$ cat src/rtl/nmea_checksum_ctrl_if.sv
// rtl/nmea_checksum_ctrl_if.sv - byte stream and verdict bundle for the NMEA checksum checker
interface nmea_checksum_ctrl_if;
   logic       in_valid;
   logic [7:0] in_data;
   logic       busy;
   logic       done;
   logic [1:0] err;
   logic [7:0] calc_sum;
   logic [7:0] rx_sum;

   // byte source side
   modport master (
      output in_valid, in_data,
      input  busy, done, err, calc_sum, rx_sum
   );

   // checker side
   modport slave (
      input  in_valid, in_data,
      output busy, done, err, calc_sum, rx_sum
   );
endinterface

$ cat src/rtl/nmea_checksum_ctrl.sv
// rtl/nmea_checksum_ctrl.sv - NMEA sentence checksum verifier; optional CR/LF check via NMEA_CRLF_CHECK_EN
module nmea_checksum_ctrl #(
   parameter int MAX_LEN = 82
) (
   input  logic                 clk,
   input  logic                 rst_n,
   nmea_checksum_ctrl_if.slave  bus
);

   localparam int LEN_W = $clog2(MAX_LEN + 1);

   localparam logic [7:0] CH_DOLLAR = 8'h24;
   localparam logic [7:0] CH_STAR   = 8'h2A;
   localparam logic [7:0] CH_CR     = 8'h0D;
   localparam logic [7:0] CH_LF     = 8'h0A;

   localparam logic [1:0] ERR_OK     = 2'd0;
   localparam logic [1:0] ERR_SUM    = 2'd1;
   localparam logic [1:0] ERR_HEX    = 2'd2;
   localparam logic [1:0] ERR_FORMAT = 2'd3;

`ifdef NMEA_CRLF_CHECK_EN
   typedef enum logic [2:0] {
      S_IDLE, S_BODY, S_CK_HI, S_CK_LO, S_EOL, S_DONE
   } state_t;
`else
   typedef enum logic [2:0] {
      S_IDLE, S_BODY, S_CK_HI, S_CK_LO, S_DONE
   } state_t;
`endif

   state_t             state_q, state_d;
   logic [7:0]         calc_q, calc_d;
   logic [7:0]         rx_q, rx_d;
   logic [LEN_W-1:0]   len_q, len_d;
   logic [1:0]         err_q, err_d;
`ifdef NMEA_CRLF_CHECK_EN
   // EOL is one state; this flag remembers whether the CR has been seen
   logic               cr_seen_q, cr_seen_d;
`endif

   logic [LEN_W-1:0]   len_inc;
   logic               len_over;
   logic [4:0]         hex;

   // {valid, nibble} for one uppercase ASCII hex digit
   function automatic logic [4:0] hex_decode(input logic [7:0] b);
      logic [7:0] d;
      d = 8'h00;
      if (b >= 8'h30 && b <= 8'h39) begin
         d = b - 8'h30;
         return {1'b1, d[3:0]};
      end else if (b >= 8'h41 && b <= 8'h46) begin
         d = b - 8'h37;
         return {1'b1, d[3:0]};
      end
      return 5'b0_0000;
   endfunction

   // the byte that would push the length past MAX_LEN ends the sentence
   assign len_over = (len_q == LEN_W'(MAX_LEN));
   assign len_inc  = len_over ? len_q : len_q + LEN_W'(1);
   assign hex      = hex_decode(bus.in_data);

   // state and datapath registers
   always_ff @(posedge clk or negedge rst_n) begin
      if (!rst_n) begin
         state_q   <= S_IDLE;
         calc_q    <= 8'h00;
         rx_q      <= 8'h00;
         len_q     <= '0;
         err_q     <= ERR_OK;
`ifdef NMEA_CRLF_CHECK_EN
         cr_seen_q <= 1'b0;
`endif
      end else begin
         state_q   <= state_d;
         calc_q    <= calc_d;
         rx_q      <= rx_d;
         len_q     <= len_d;
         err_q     <= err_d;
`ifdef NMEA_CRLF_CHECK_EN
         cr_seen_q <= cr_seen_d;
`endif
      end
   end

   // next-state and datapath update for each accepted byte
   always_comb begin
      state_d   = state_q;
      calc_d    = calc_q;
      rx_d      = rx_q;
      len_d     = len_q;
      err_d     = err_q;
`ifdef NMEA_CRLF_CHECK_EN
      cr_seen_d = cr_seen_q;
`endif

      // DONE lasts one cycle whether or not a byte arrives
      if (state_q == S_DONE) begin
         state_d = S_IDLE;
      end

      if (bus.in_valid) begin
         if (bus.in_data == CH_DOLLAR) begin
            // '$' always starts a fresh sentence, silently dropping any open one
            state_d   = S_BODY;
            calc_d    = 8'h00;
            rx_d      = 8'h00;
            len_d     = LEN_W'(1);
`ifdef NMEA_CRLF_CHECK_EN
            cr_seen_d = 1'b0;
`endif
         end else begin
            case (state_q)
               S_BODY: begin
                  len_d = len_inc;
                  if (len_over) begin
                     state_d = S_DONE;
                     err_d   = ERR_FORMAT;
                  end else if (bus.in_data == CH_STAR) begin
                     state_d = S_CK_HI;
                  end else if (bus.in_data == CH_CR || bus.in_data == CH_LF) begin
                     state_d = S_DONE;
                     err_d   = ERR_FORMAT;
                  end else begin
                     calc_d = calc_q ^ bus.in_data;
                  end
               end
               S_CK_HI: begin
                  len_d = len_inc;
                  if (len_over) begin
                     state_d = S_DONE;
                     err_d   = ERR_FORMAT;
                  end else if (!hex[4]) begin
                     state_d = S_DONE;
                     err_d   = ERR_HEX;
                  end else begin
                     rx_d[7:4] = hex[3:0];
                     state_d   = S_CK_LO;
                  end
               end
               S_CK_LO: begin
                  len_d = len_inc;
                  if (len_over) begin
                     state_d = S_DONE;
                     err_d   = ERR_FORMAT;
                  end else if (!hex[4]) begin
                     state_d = S_DONE;
                     err_d   = ERR_HEX;
                  end else begin
                     rx_d[3:0] = hex[3:0];
`ifdef NMEA_CRLF_CHECK_EN
                     state_d   = S_EOL;
`else
                     state_d   = S_DONE;
                     err_d     = (calc_q == {rx_q[7:4], hex[3:0]}) ? ERR_OK : ERR_SUM;
`endif
                  end
               end
`ifdef NMEA_CRLF_CHECK_EN
               // the terminator is not part of the length limit; counter still saturates
               S_EOL: begin
                  len_d = len_inc;
                  if (!cr_seen_q) begin
                     if (bus.in_data == CH_CR) begin
                        cr_seen_d = 1'b1;
                     end else begin
                        state_d = S_DONE;
                        err_d   = ERR_FORMAT;
                     end
                  end else begin
                     state_d = S_DONE;
                     if (bus.in_data == CH_LF) begin
                        err_d = (calc_q == rx_q) ? ERR_OK : ERR_SUM;
                     end else begin
                        err_d = ERR_FORMAT;
                     end
                  end
               end
`endif
               default: begin
                  // IDLE and DONE ignore everything except '$'
               end
            endcase
         end
      end
   end

   // outputs decoded from state and registers
   always_comb begin
      bus.busy     = (state_q != S_IDLE);
      bus.done     = (state_q == S_DONE);
      bus.err      = err_q;
      bus.calc_sum = calc_q;
      bus.rx_sum   = rx_q;
   end

endmodule

$ cat src/flat_wrapper.sv
// flat-port wrapper written by rule: the top's interface ports become plain ports
module nmea_checksum_ctrl_flat 
#(
   parameter int MAX_LEN = 82
)
  (clk, rst_n, bus_in_valid, bus_in_data, bus_busy, bus_done, bus_err, bus_calc_sum, bus_rx_sum);
  nmea_checksum_ctrl_if bus_i ();
  input  logic clk;
  input  logic rst_n;
  input wire logic [$bits(bus_i.in_valid)-1:0] bus_in_valid;
  input wire logic [$bits(bus_i.in_data)-1:0] bus_in_data;
  output wire logic [$bits(bus_i.busy)-1:0] bus_busy;
  output wire logic [$bits(bus_i.done)-1:0] bus_done;
  output wire logic [$bits(bus_i.err)-1:0] bus_err;
  output wire logic [$bits(bus_i.calc_sum)-1:0] bus_calc_sum;
  output wire logic [$bits(bus_i.rx_sum)-1:0] bus_rx_sum;
  assign bus_i.in_valid = bus_in_valid;
  assign bus_i.in_data = bus_in_data;
  assign bus_busy = bus_i.busy;
  assign bus_done = bus_i.done;
  assign bus_err = bus_i.err;
  assign bus_calc_sum = bus_i.calc_sum;
  assign bus_rx_sum = bus_i.rx_sum;
  nmea_checksum_ctrl #(.MAX_LEN(MAX_LEN)) u_core (.clk(clk), .rst_n(rst_n), .bus(bus_i));
endmodule
$ cat config.mk
export PLATFORM = sky130hd
export DESIGN_NAME = nmea_checksum_ctrl_flat
export DESIGN_NICKNAME = d
export VERILOG_FILES = /design/src/rtl/nmea_checksum_ctrl_if.sv /design/src/rtl/nmea_checksum_ctrl.sv /design/src/flat_wrapper.sv
export SDC_FILE = /design/constraint.sdc
export NUM_CORES = 1
export LEC_CHECK = 0
export CORE_MARGIN = 1
export CORE_UTILIZATION = 47
export DETAILED_ROUTE_END_ITERATION = 8
export PLACE_DENSITY = 0.71
export SETUP_SLACK_MARGIN = 0.5
export SYNTH_ARGS = -nofsm -noshare
export SYNTH_HDL_FRONTEND = slang
export SYNTH_SLANG_ARGS = --single-unit
$ cat constraint.sdc
create_clock -name clk -period 2 [get_ports clk]
set_input_delay 0.4 -clock clk [delete_from_list [all_inputs] [get_ports clk]]
set_output_delay 0.4 -clock clk [all_outputs]
set_load 0.02 [all_outputs]
Yosys cells after proc, flatten, opt, wreduce, memory -nomap -nowiden
Index checks and enable logic that the tools add are counted.

storage, ports and cells
  bits of input ports = 11
  flip-flop bits (word level) = 28
  logic and storage cells = 83
  output and inout bits = 20

operators by class
  reductions and logical operators = 16
  muxes and demuxes = 36
  equality and inequality tests = 16
  order comparisons = 4
  add/sub/neg operators = 3
  bitwise operators = 2

operators with widths
  cell                                                                                  number
  8-bit two-way mux                                                                     6
  3-bit two-way mux                                                                     8
  7-bit two-way mux                                                                     3
  8-bit by 4-bit == test with 1-bit output (second input constant)                      2
  8-bit by 6-bit == test with 1-bit output (second input constant)                      2
  4-bit two-way mux                                                                     4
  5-bit two-way mux                                                                     3
  2-bit two-way mux                                                                     7
  2-bit nonzero test                                                                    5
  3-bit one-hot mux with 3 select lines                                                 1
  8-bit == test                                                                         1
  8-bit by 6-bit greater-or-equal comparator with 1-bit output (second input constant)  1
  8-bit by 7-bit greater-or-equal comparator with 1-bit output (second input constant)  1
  8-bit by 6-bit less-or-equal comparator with 1-bit output (second input constant)     1
  8-bit by 7-bit less-or-equal comparator with 1-bit output (second input constant)     1
  4-bit AND reduction                                                                   2
  8-bit XOR                                                                             1
  7-bit by 1-bit adder with 7-bit output (second input constant)                        1
  7-bit == test (second input constant)                                                 1
  3-bit by 2-bit == test with 1-bit output (second input constant)                      2
  3-bit by 2-bit != test with 1-bit output (second input constant)                      2
  2-bit one-hot mux with 3 select lines                                                 1
  6-bit AND reduction                                                                   1
  3-bit nonzero test                                                                    2
  other kinds (14)                                                                      18

Longest topological paths before layout
Gate-level depths: netlist of run 1.

  depth in word-level cells = 10
  depth in mapped cells = 10

Worst setup path after synthesis of run 1
Ideal clock, no wire load.

  path kind = input to register
  start = input bus_in_data[0]
  end = register u_core.state_q[2]
  path buffers = 1
  arrival = 1.957 ns
  stages on the path = 9
  required time = 1.913 ns
  path slack = -0.044 ns
  path through = inv_1 > ha_1 > or3b_1 > and4_1 > buf_6 > o21ai_2 > a21oi_1 > a311o_1 > a211oi_2

on the way
  longest elaborated chain between the ends = 10
  elaborated cells between the ends (all ways) = 23
  classes of those cells = order compare (4); eq/ne (4); mux (12); reduce/logical (3)

RTL lines
  element                                                                                                                                    line                       text
  from (decl)                                                                                                                                flat_wrapper.sv:11         input wire logic [$bits(bus_i.in_data)-1:0] bus_in_data;
  8-bit by 7-bit greater-or-equal comparator with 1-bit output or 8-bit by 7-bit less-or-equal comparator with 1-bit output (tied branches)  nmea_checksum_ctrl.sv:53   end else if (b >= 8'h41 && b <= 8'h46) begin
  1-bit logical AND                                                                                                                          nmea_checksum_ctrl.sv:53
  1-bit two-way mux                                                                                                                          nmea_checksum_ctrl.sv:53
  1-bit two-way mux                                                                                                                          nmea_checksum_ctrl.sv:50   if (b >= 8'h30 && b <= 8'h39) begin
  5-bit two-way mux                                                                                                                          nmea_checksum_ctrl.sv:57   return 5'b0_0000;
  3-bit two-way mux                                                                                                                          nmea_checksum_ctrl.sv:135  end else if (!hex[4]) begin
  3-bit two-way mux                                                                                                                          nmea_checksum_ctrl.sv:132  if (len_over) begin
  3-bit one-hot mux with 3 select lines                                                                                                      nmea_checksum_ctrl.sv:115  case (state_q)
  3-bit two-way mux (*)                                                                                                                      nmea_checksum_ctrl.sv:105  if (bus.in_data == CH_DOLLAR) begin
  3-bit two-way mux (*)                                                                                                                      nmea_checksum_ctrl.sv:104  if (bus.in_valid) begin
  via u_core.state_d[2]                                                                                                                      nmea_checksum_ctrl.sv:32   state_t state_q, state_d;
  to (signal assigned)                                                                                                                       nmea_checksum_ctrl.sv:77   state_q <= state_d;
  to (decl)                                                                                                                                  nmea_checksum_ctrl.sv:32

The timed path passes the listed nets; every way through them passes the cells marked *.
A chain may end at the register's enable or synchronous reset.

Worst setup path in the final report of run 1
  start = register u_core.len_q[0]
  end = register u_core.state_q[2]

on the way
  longest elaborated chain between the ends = 5
  elaborated cells between the ends (all ways) = 6
  classes of those cells = eq/ne (1); mux (5)

RTL lines
  element                                      line                                                  text
  from (decl)                                  nmea_checksum_ctrl.sv:35                              logic [LEN_W-1:0] len_q, len_d;
  from (signal assigned)                       nmea_checksum_ctrl.sv:80                              len_q <= len_d;
  7-bit == test (*)                            nmea_checksum_ctrl.sv:61                              assign len_over = (len_q == LEN_W'(MAX_LEN));
  3-bit two-way mux, on equally long branches  nmea_checksum_ctrl.sv:132, nmea_checksum_ctrl.sv:118
  3-bit one-hot mux with 3 select lines (*)    nmea_checksum_ctrl.sv:115
  3-bit two-way mux (*)                        nmea_checksum_ctrl.sv:105
  3-bit two-way mux (*)                        nmea_checksum_ctrl.sv:104
  via u_core.state_d[2]                        nmea_checksum_ctrl.sv:32

Marks and branches as above.

==> reports/qor.yml, run 1 <==
clock_network:
  clk_latency_ns: 0.28
  numClockSinks: 28
  tritoncts: "yes"
  cts_buffer_depth: 2
  clk_pin_slew_worst_paths_ns: 0.10
  hold_buffers: 0
  htreeDepth: 1
  numCtsBuffers: 3
  cts_root_buffer: "clkbuf_8"
critical_path:
  arrival_ns: 2.18
  crit_start: "u_core.len_q[0]"
  critical_path.max_stage_delay_ns: 0.47
  worstPathMaxFanout: 4
  critPathRequiredTime_ns: 2.21
  crit_family: "simple AND/OR/NAND/NOR gates"
  critical_path_class: "flop to flop"
  rrSetupSlack_ns: 0.03
  crit_chain: "inv_2 -> ha_4 -> nand4b_1 -> or3_4 -> o21ai_2 -> a21oi_2 -> a311o_1 -> a211oi_2"
  critPathCaptureType: "flop"
  cp_num_buf_inv: 1
  setup.worst_path.start_class: "flop"
  crit_path_top_delay_cell: "or3_4"
  worstReg2RegStart: "u_core.len_q[0]"
logic_synthesis:
  yosysUniqueCellTypes: 47
  synth_warnings: 0
  synth_async_sr_flop_share_pct: 100.0
  yosys_register_bits: 28
  avgSynthCellArea_um2: 9.226
  syn-instance-count: 190
  synth_edf_count: 0
  synth_nets: 207
  netlist_area_um2: 1753
  ys_seq_area_share_pct: 39.97
  ys.flop_type: "dfrtp_1"
placed_design:
  gp_congestion: 0.8981
  place_hpwl_um: 3526
  portBuffers: 30
  post-place-cells: 289
sta:
  tightestPinTransition_ns: 0.4934
  fin_crit_sh_pct: 98.67
  slew_headroom_pct: 66.83
  finalMaxSlewViolations: 0
  clock_skew_ns: 0.01632
  fmax_mhz: 506.7
  hold_viol_final: 0
  rsz0062_at_grt: "yes"
  setup_violations: 0
  min_period_ns: 1.973
final_layout:
  areaGrowthSynthToFinish_pct: 56.25
  drive_above_1_share_pct: 40.30
  final_cells: 309
  diodes: 0
  fin_nets: 281
global_route:
  grt_pass1_wl_um: 8493
  antenna_found_initial: 0
  grt_max_degree: 29
  gr-total-overflow: 0
  grt_pass1_vias: 1795
  grtUsageTotal_pct: 27.59
pwr:
  power.density_nw_per_um2: 694.1
  p_total_mw: 1.901
  p_leak_nw: 1.261
  ir_drop_mv: 0.5328
routing:
  antenna_left: 0
  wl_per_cell_um: 17.35
  wl_um: 5362
  via_per_inst: 5.673
  num_vias: 1753
  drt_iter0_markers: 95
  drt_pre_antenna_iters: 4
  drc: 0
floorplanning:
  die_h_um: 63.07
  core.rowCount: 21
  die_x_um: 63.07
  die_area_um2: 3978
  coreArea_um2: 3442
  start_util_pct: 50.93
  ios: 31
status:
  status: "complete, no violations"
job:
  cap_violations: 0
hold_path:
  hold_path.class: "input port to async pin"
## cells by family (layout without fill, tap and decap cells)
group | count (synthesis) | count (layout) | synth area share (%)
AND/OR/NAND/NOR | 84 | 85 | 26.20
AO/OA/AOI/OAI | 33 | 33 | 13.06
flip-flops | 28 | 28 | 39.97
XOR/XNOR | 21 | 21 | 10.49
buffers and inverters | 16 | 88 | 4.782
adder cells (fa/ha/maj) | 6 | 6 | 4.283
multiplexers | 2 | 2 | 1.213
## layer usage
metal	wire, um	track usage [%]	vias up
met5	0	0	-
met4	146	8.430	0
met3	172	3.623	19
met2	2630	47.98	57
met1	2413	35.31	864
li1	-	-	813
## worst reg2reg max path, stage by stage (launching register included)
cell and delay (ns):
dfrtp_1 0.41, inv_2 0.09, ha_4 0.12, nand4b_1 0.17, or3_4 0.47, o21ai_2 0.08, a21oi_2 0.07, a311o_1 0.31
a211oi_2 0.18
## area by class of cell
type                       instances  area (um2)
multi-input combinational        147        1210
clock inverter                     1       30.03
sequential                        28       703.2
timing repair buffer              77       655.6
inverter                           7       41.29
fill                             238       703.2
tap                               46       57.56
clock buffer                       3       41.29
## synth_stat cells (2+ instances only)
cell type | count | area, um2
buf_6 | 2 | 22.52
nor3b_1 | 2 | 15.01
o31ai_1 | 2 | 15.01
a21oi_1 | 4 | 20.02
buf_4 | 2 | 15.01
nand2b_1 | 2 | 12.51
or3_1 | 3 | 18.77
nand3_1 | 18 | 90.09
nor4_1 | 2 | 12.51
clkbuf_1 | 4 | 15.01
nor2b_1 | 4 | 25.02
xnor2_1 | 4 | 35.03
nor2_1 | 20 | 75.07
and4_1 | 3 | 26.28
nand2_1 | 14 | 52.55
xor2_1 | 17 | 148.9
nor3_1 | 3 | 15.01
ha_1 | 6 | 75.07
nand4_1 | 4 | 25.02
o21ai_0 | 12 | 60.06
inv_1 | 7 | 26.28
o21ai_2 | 2 | 17.52
nand4b_1 | 2 | 17.52
dfrtp_1 | 28 | 700.7
## final timing paths
path,to,cells past startpoint
worst max register to register,u_core.state_q[2],8
min in group clk,u_core.state_q[1],2
worst max-delay path,u_core.state_q[2],8
max in group asynchronous,u_core.state_q[1],2
worst min register to register,u_core.bus.err[1],2
worst min-delay path,u_core.bus.rx_sum[0],2
## flip-flops by register name, indices dropped and copies added (netlist names)
signal,cells
u_core.len_q,7
u_core.bus.err,2
u_core.state_q,3
u_core.bus.rx_sum,8
u_core.bus.calc_sum,8
## power breakdown
part | switching [mW] | leakage (nW) | internal, mW
registers | 0.0989 | 0.367 | 0.653
clock network | 0.181 | 0.0357 | 0.268
logic | 0.359 | 0.859 | 0.341
## placed cells by master (no fill, tap or decap), types with 3 or more instances in the layout
master / netlist / layout
or3_4: 0 / 4
nand2_1: 14 / 9
nand3_2: 0 / 4
xnor2_1: 4 / 4
dfrtp_1: 28 / 26
nor2b_1: 4 / 3
o21ai_1: 0 / 5
nor2_1: 20 / 17
clkbuf_2: 0 / 3
clkbuf_8: 0 / 3
inv_1: 7 / 4
ha_4: 0 / 4
buf_6: 2 / 13
dlygate4sd2_1: 0 / 21
buf_4: 2 / 36
nor2_4: 0 / 3
o21ai_0: 12 / 6
nand2_2: 0 / 5
nand4_1: 4 / 4
xor2_1: 17 / 17
nand3_1: 18 / 14
## per-stage QoR
step / setup WS [ns] / hold WS, ns / instance area [um2] / setup TNS [ns] / utilization (%)
floorplan: 0.1501 / 0.1044 / 1862 / 0 / -
global route: -0.02999 / 0.5412 / 2739 / -0.1342 / 79.57
detailed placement: -0.7335 / 0.4903 / 2374 / -12.34 / 68.96
CTS: 0.008124 / 0.5007 / 2629 / 0 / 76.37
global placement: -0.5648 / 0.4807 / 2374 / -10.81 / 68.96
finish: 0.02660 / 0.4979 / 2739 / 0 / 79.57
## repair_timing
action                                  CTS  global route
hold endpoints to repair                  0             0
gates cloned                              1             0
buffers inserted                         11             4
endpoints found under the setup margin   48            30
pin swaps                                16            17
gates resized for setup                  81            29
Power figures use the tool's default switching activity.
==> run 2, diff against run 1 <==
Settings changed: CTS_BUF_LIST from default to sky130_fd_sc_hd__clkbuf_4 sky130_fd_sc_hd__clkbuf_8 sky130_fd_sc_hd__clkbuf_16.
==> results of run 2 <==
The final DEF is identical to that of run 1; final timing and power are the same.
==> run 3, diff against run 2 <==
Settings changed: SLEW_MARGIN from default to 40.
==> results of run 3 <==
The final DEF is identical to that of run 1; final timing and power are the same.
